**src/rtl/reorder_buffer.sv**
```systemverilog
// In-order retirement buffer: dispatch allocates at the tail, execution units mark
// entries done by tag, and the head entry retires into the register file write port.
module reorder_buffer #(
  parameter int DEPTH  = 4,
  parameter int DATA_W = 8,
  parameter int REG_AW = 2
) (
  input  logic                     clk,
  input  logic                     rst_n,
  input  logic                     flush,
  input  logic                     alloc_valid,
  input  logic [REG_AW-1:0]        alloc_dest,
  output logic                     alloc_ready,
  output logic [$clog2(DEPTH)-1:0] alloc_tag,
  input  logic                     wb_valid,
  input  logic [$clog2(DEPTH)-1:0] wb_tag,
  input  logic [DATA_W-1:0]        wb_data,
  output logic                     commit_we,
  output logic [REG_AW-1:0]        commit_reg,
  output logic [DATA_W-1:0]        commit_data,
  output logic [$clog2(DEPTH):0]   count
);

  localparam int IW = $clog2(DEPTH);

  logic [DEPTH-1:0]  r_valid;
  logic [DEPTH-1:0]  r_done;
  logic [REG_AW-1:0] r_dest [DEPTH];
  logic [DATA_W-1:0] r_data [DEPTH];
  logic [IW:0]       r_head;
  logic [IW:0]       r_tail;

  logic [IW-1:0] w_head_idx;
  logic [IW-1:0] w_tail_idx;
  logic          w_full;
  logic          w_alloc;
  logic          w_commit;

  assign w_head_idx = r_head[IW-1:0];
  assign w_tail_idx = r_tail[IW-1:0];
  // Pointers carry an extra wrap bit so full and empty are distinguishable.
  assign w_full     = (w_head_idx == w_tail_idx) && (r_head[IW] != r_tail[IW]);
  assign w_alloc    = alloc_valid && !w_full && !flush;
  assign w_commit   = r_valid[w_head_idx] && r_done[w_head_idx] && !flush;

  assign alloc_ready = !w_full;
  assign alloc_tag   = w_tail_idx;
  assign count       = r_tail - r_head;
  assign commit_we   = w_commit;
  assign commit_reg  = w_commit ? r_dest[w_head_idx] : '0;
  assign commit_data = w_commit ? r_data[w_head_idx] : '0;

  always_ff @(posedge clk or negedge rst_n) begin
    if (!rst_n) begin
      r_valid <= '0;
      r_done  <= '0;
      r_head  <= '0;
      r_tail  <= '0;
      for (int i = 0; i < DEPTH; i++) begin
        r_dest[i] <= '0;
        r_data[i] <= '0;
      end
    end else if (flush) begin
      r_valid <= '0;
      r_done  <= '0;
      r_head  <= '0;
      r_tail  <= '0;
    end else begin
      if (w_alloc) begin
        r_valid[w_tail_idx] <= 1'b1;
        r_done[w_tail_idx]  <= 1'b0;
        r_dest[w_tail_idx]  <= alloc_dest;
        r_data[w_tail_idx]  <= '0;
        r_tail              <= r_tail + 1'b1;
      end
      // The entry being allocated is still invalid here, so a same-edge wb to it drops.
      if (wb_valid && r_valid[wb_tag]) begin
        r_done[wb_tag] <= 1'b1;
        r_data[wb_tag] <= wb_data;
      end
      // Retirement is last so it wins over a stray second wb to the head entry.
      if (w_commit) begin
        r_valid[w_head_idx] <= 1'b0;
        r_done[w_head_idx]  <= 1'b0;
        r_head              <= r_head + 1'b1;
      end
    end
  end

endmodule

```
**config.mk**
```make
export PLATFORM = sky130hd
export DESIGN_NAME = reorder_buffer
export DESIGN_NICKNAME = d
export VERILOG_FILES = /design/src/rtl/reorder_buffer.sv
export SDC_FILE = /design/constraint.sdc
export NUM_CORES = 1
export LEC_CHECK = 0
export ABC_AREA = 1
export CORE_MARGIN = 3
export CORE_UTILIZATION = 45
export DETAILED_ROUTE_END_ITERATION = 8
export PLACE_DENSITY = 0.69
export SETUP_SLACK_MARGIN = 0.02
export SLEW_MARGIN = 20
export SYNTH_ARGS = -nofsm -noshare
export SYNTH_HDL_FRONTEND = slang
export SYNTH_SLANG_ARGS = --single-unit
```
**constraint.sdc**
```tcl
create_clock -name clk -period 4.91 [get_ports clk]
set_input_delay 0.982 -clock clk [delete_from_list [all_inputs] [get_ports clk]]
set_output_delay 0.982 -clock clk [all_outputs]
set_load 0.005 [all_outputs]
```
==> results by group <==
Route
  • Initial DRC count: between 200 and 250
  • WL final: 7189 um
  • Residual DRC: 0
  • Routed vias: between 2,000 and 3,000
  • Vias per cell: about 5.3
  • Per-cell routed wire length: ~15 um
  • First-pass detailed-route iteration total: 5
  • Remaining antenna violation count: 0

Global route
  • GRT Util Overall: 0.2075
  • First-pass GRT wire length: between 10,000 and 15,000 um
  • Initial antenna violation count: 0
  • Largest net degree at the start of global routing: 55
  • Remaining Overflow, GRT: 0
  • Vias in the first global route: 2,488

Run
  • Max Cap Violations: 0

Yosys
  • Syn nets: between 400 and 500
  • Ys Warns: 0
  • Post-synthesis simple-gate area fraction: 0.2688
  • Unique masters post-synth: 23
  • Mapped cell area: a little under 0.003 sq mm
  • Mean Syn Cell Area: ~7.7 sq um
  • Yosys reg bits: 54
  • Synth Area in Adders: 0.04981
  • Syn Inst Count: between 300 and 400
  • Multiplexer area fraction after synthesis: 0
  • Register area share after synthesis: 0.4637
  • Synth Area in Compound Gates: 0.1288
  • Combinational family with the most area after synthesis: simple AND/OR/NAND/NOR gates
  • Synth Area in XOR/XNOR: 0.003006

Clock network
  • Num CTS Buffers: 5
  • Worst skew pair latency: about 0.31 ns
  • Hold_buf cts: 0
  • H-Tree Depth: 2
  • CTS resizes: 0
  • Root buffer selected by CTS: clkbuf_8
  • Longest Clk Path Bufs: 2
  • CTS tree: done
  • Postcts setup bufs: 0
  • Clk sinks: 54
  • Clk slew on worst S/H paths: about 0.1 ns

Critical path
  • Worst r2r src: r_head[1]$_DFFE_PN0P_
  • Worst stage delay on the critical path: approximately 0.76 ns
  • Req. time, crit path: a little under 4 ns
  • Kind of critical path: reg -> out
  • Arrival @ worst endpoint: between 2 and 3 ns
  • R2R depth: 10
  • Flop2flop setup slack: ~2.2 ns
  • CP top delay family: buffers and inverters
  • Worst path bufs/invs: 3
  • Kind of end point of the critical path: output port
  • CP max-delay cell: dfrtp_1
  • CP max FO: 17
  • Worst path cell trace: inv_1 > nand3_1 > nand2_2 > nor2_4 > inv_2 > a21oi_1 > clkdlybuf4s50_1
  • Startpoint Class: flip-flop
  • Terminus of the critical flop-to-flop path: r_data[26]$_DFFE_PN0N_

Power
  • Flop pwr share: 0.547
  • Comb pwr share: 0.155
  • P_int: 718.6 uW
  • Clock share of power: 0.298
  • LEAKAGE: approximately 0.0017 uW
  • Power Dens Cells: between 200 and 300 mW/mm^2
  • Power Total: slightly below 1000 uW
  • Psw: ~270 uW
  • VDD IR-drop max: ~180 uV
  • Sw Ratio: 0.2734

Placement
  • Placer Congestion: ~0.85
  • Buffers on Ports: 33
  • Detail Placement HPWL: around 5000 um
  • Placement Cell Area: 0.003274 sq mm
  • Setup WS pre-CTS: roughly 1.3 ns

Timing
  • Post-layout min period: 3.733 ns
  • Slew Limit Fails: 0
  • Hold WS: between 0.4 and 0.5 ns
  • Worst Tran Pin Value: between 0.6 and 0.7 ns
  • Slew margin rel.: 0.5480
  • Final WS setup: ~1.2 ns
  • Setup TNS: 0 ns
  • Clk_skew: slightly below 0.01 ns
  • Tcrit/Tclk final: 0.7602
  • Final-report hold violation count: 0
  • Unrepaired setup endpoints after global routing: false
  • Final setup violation count: 0
  • Max Clock Freq: between 0.2 and 0.3 GHz

Die
  • Die Width: just under 90 um
  • Initial Util: 0.4780
  • Die ar.: 0.007477 sq mm
  • # IOs: 34
  • Area of the core: a little over 0.006 sq mm
  • Cell row count: 28
  • Die height: approximately 86 um

Status
  • Outcome: finished clean

Layout
  • Synthesis-to-finish area growth: 16.06%
  • # fillers: slightly below 600
  • Diode count: 0
  • Design area: around 0.0034 sq mm
  • Final nets: roughly 430
  • Ratio of cells with drive above 1 in the final layout: 0.06404

Min path
  • HP Class: reg -> reg
  • Worst Hold Depth: 2
  • HP Start: r_data[7]$_DFFE_PN0N_
  • Worst Hold Path EP: r_data[7]$_DFFE_PN0N_
-- power groups by stage --
| stage | sequential, uW | combinational [uW] | clock, uW |
|---|---|---|---|
| global route | 549 | 181 | 316 |
| global placement | 547 | 150 | 0 |
| CTS | 540 | 154 | 301 |
| floorplan | 539 | 97.9 | 0 |
| finish | 541 | 153 | 295 |
| detailed placement | 548 | 154 | 0 |
-- synthesized netlist by cell type --
cell type,n,area share
dfrtp_1,54,0.46
o21ai_0,46,0.079
nand4_1,2,0.0043
nor2_4,2,0.0077
buf_4,2,0.0052
nand2_1,91,0.12
buf_6,2,0.0077
nand2_2,4,0.0086
ha_1,10,0.043
fa_1,1,0.0069
buf_2,5,0.0086
nand3_1,37,0.064
o211ai_1,2,0.0052
inv_2,5,0.0064
nor2_1,38,0.049
clkbuf_1,5,0.0064
nand4_4,1,0.0073
nand3_2,1,0.0034
o21ai_1,1,0.0017
a21oi_1,25,0.043
nand2_4,2,0.0077
inv_1,40,0.052
xnor2_1,1,0.0030
-- worst register-to-register path, cell delays in order (launching register included) --
cell and delay [ns]:
dfrtp_1 0.76, inv_1 0.39, ha_1 0.37, nand2_1 0.06
inv_1 0.04, nand3_1 0.14, nand3_2 0.09, inv_2 0.15
nand3_1 0.36, nand2_1 0.20, nor2_1 0.06
-- metrics by stage --
step / utilization / std cells
after CTS: 0.5548 / 481
after floorplan: - / 377
after detailed placement: 0.5372 / 474
final: 0.5548 / 481
after global placement: 0.5372 / 474
after global routing: 0.5548 / 481
-- how the worst max path moves through the flow --
| stage | from | endpoint | slack, ns | cells after the start |
|---|---|---|---|---|
| 6_report | r_head[1]$_DFFE_PN0P_ | commit_data[7] | 1.18 | 7 |
| 5_1_grt | r_head[1]$_DFFE_PN0P_ | commit_data[0] | 0.97 | 7 |
| 4_1_cts | r_head[1]$_DFFE_PN0P_ | commit_data[1] | 1.21 | 7 |
| 3_5_place_dp | flush | commit_data[1] | 1.35 | 5 |
| 3_3_place_gp | flush | commit_data[1] | 1.39 | 5 |
| 2_1_floorplan | flush | commit_data[0] | 2.48 | 4 |
-- cells by family after synthesis --
kind of cell | after synthesis
AO/OA/AOI/OAI | 74
buffers and inverters | 59
AND/OR/NAND/NOR | 178
adder cells (fa/ha/maj) | 11
flip-flops | 54
XOR/XNOR | 1
-- per-layer routing --
layer	part of all wire	routed length (um)	track usage
met5	0	0	0
met4	0.021	148	0.07790
met3	0.067	479	0.03042
met2	0.45	3258	0.3331
met1	0.46	3302	0.2852
-- cell type report --
class	instances	area [sq um]	share of cell area
sequential	54	1351	0.3996
clock inverter	2	38.79	0.01147
timing repair buffer	36	347.8	0.1028
inverter	45	168.9	0.04994
tap	75	93.84	0.02775
multi-input combinational	264	1313	0.3881
clock buffer	5	68.82	0.02035
-- cell usage in the layout, fill, tap and decap left out --
| master | count |
|---|---|
| inv_2 | 5 |
| buf_2 | 1 |
| bufinv_16 | 1 |
| nand3_1 | 37 |
| dfrtp_1 | 54 |
| clkbuf_8 | 5 |
| o21ai_1 | 1 |
| nor2_1 | 38 |
| nand2_1 | 91 |
| nand2_2 | 4 |
| clkdlybuf4s50_1 | 32 |
| nand4_4 | 1 |
| ha_1 | 10 |
| a21oi_1 | 25 |
| buf_4 | 3 |
| nand3_2 | 1 |
| inv_1 | 40 |
| o211ai_1 | 2 |
| nand2_4 | 2 |
| o21ai_0 | 46 |
| clkinv_4 | 1 |
| fa_1 | 1 |
| nand4_1 | 2 |
| nor2_4 | 2 |
| xnor2_1 | 1 |
-- state kept, by name (all words and copies together) (netlist names) --
signal and flops:
r_head 3, r_dest 8, r_data 32, r_done 4, r_tail 3, r_valid 4
No activity file was read; power rests on OpenSTA's default activity.
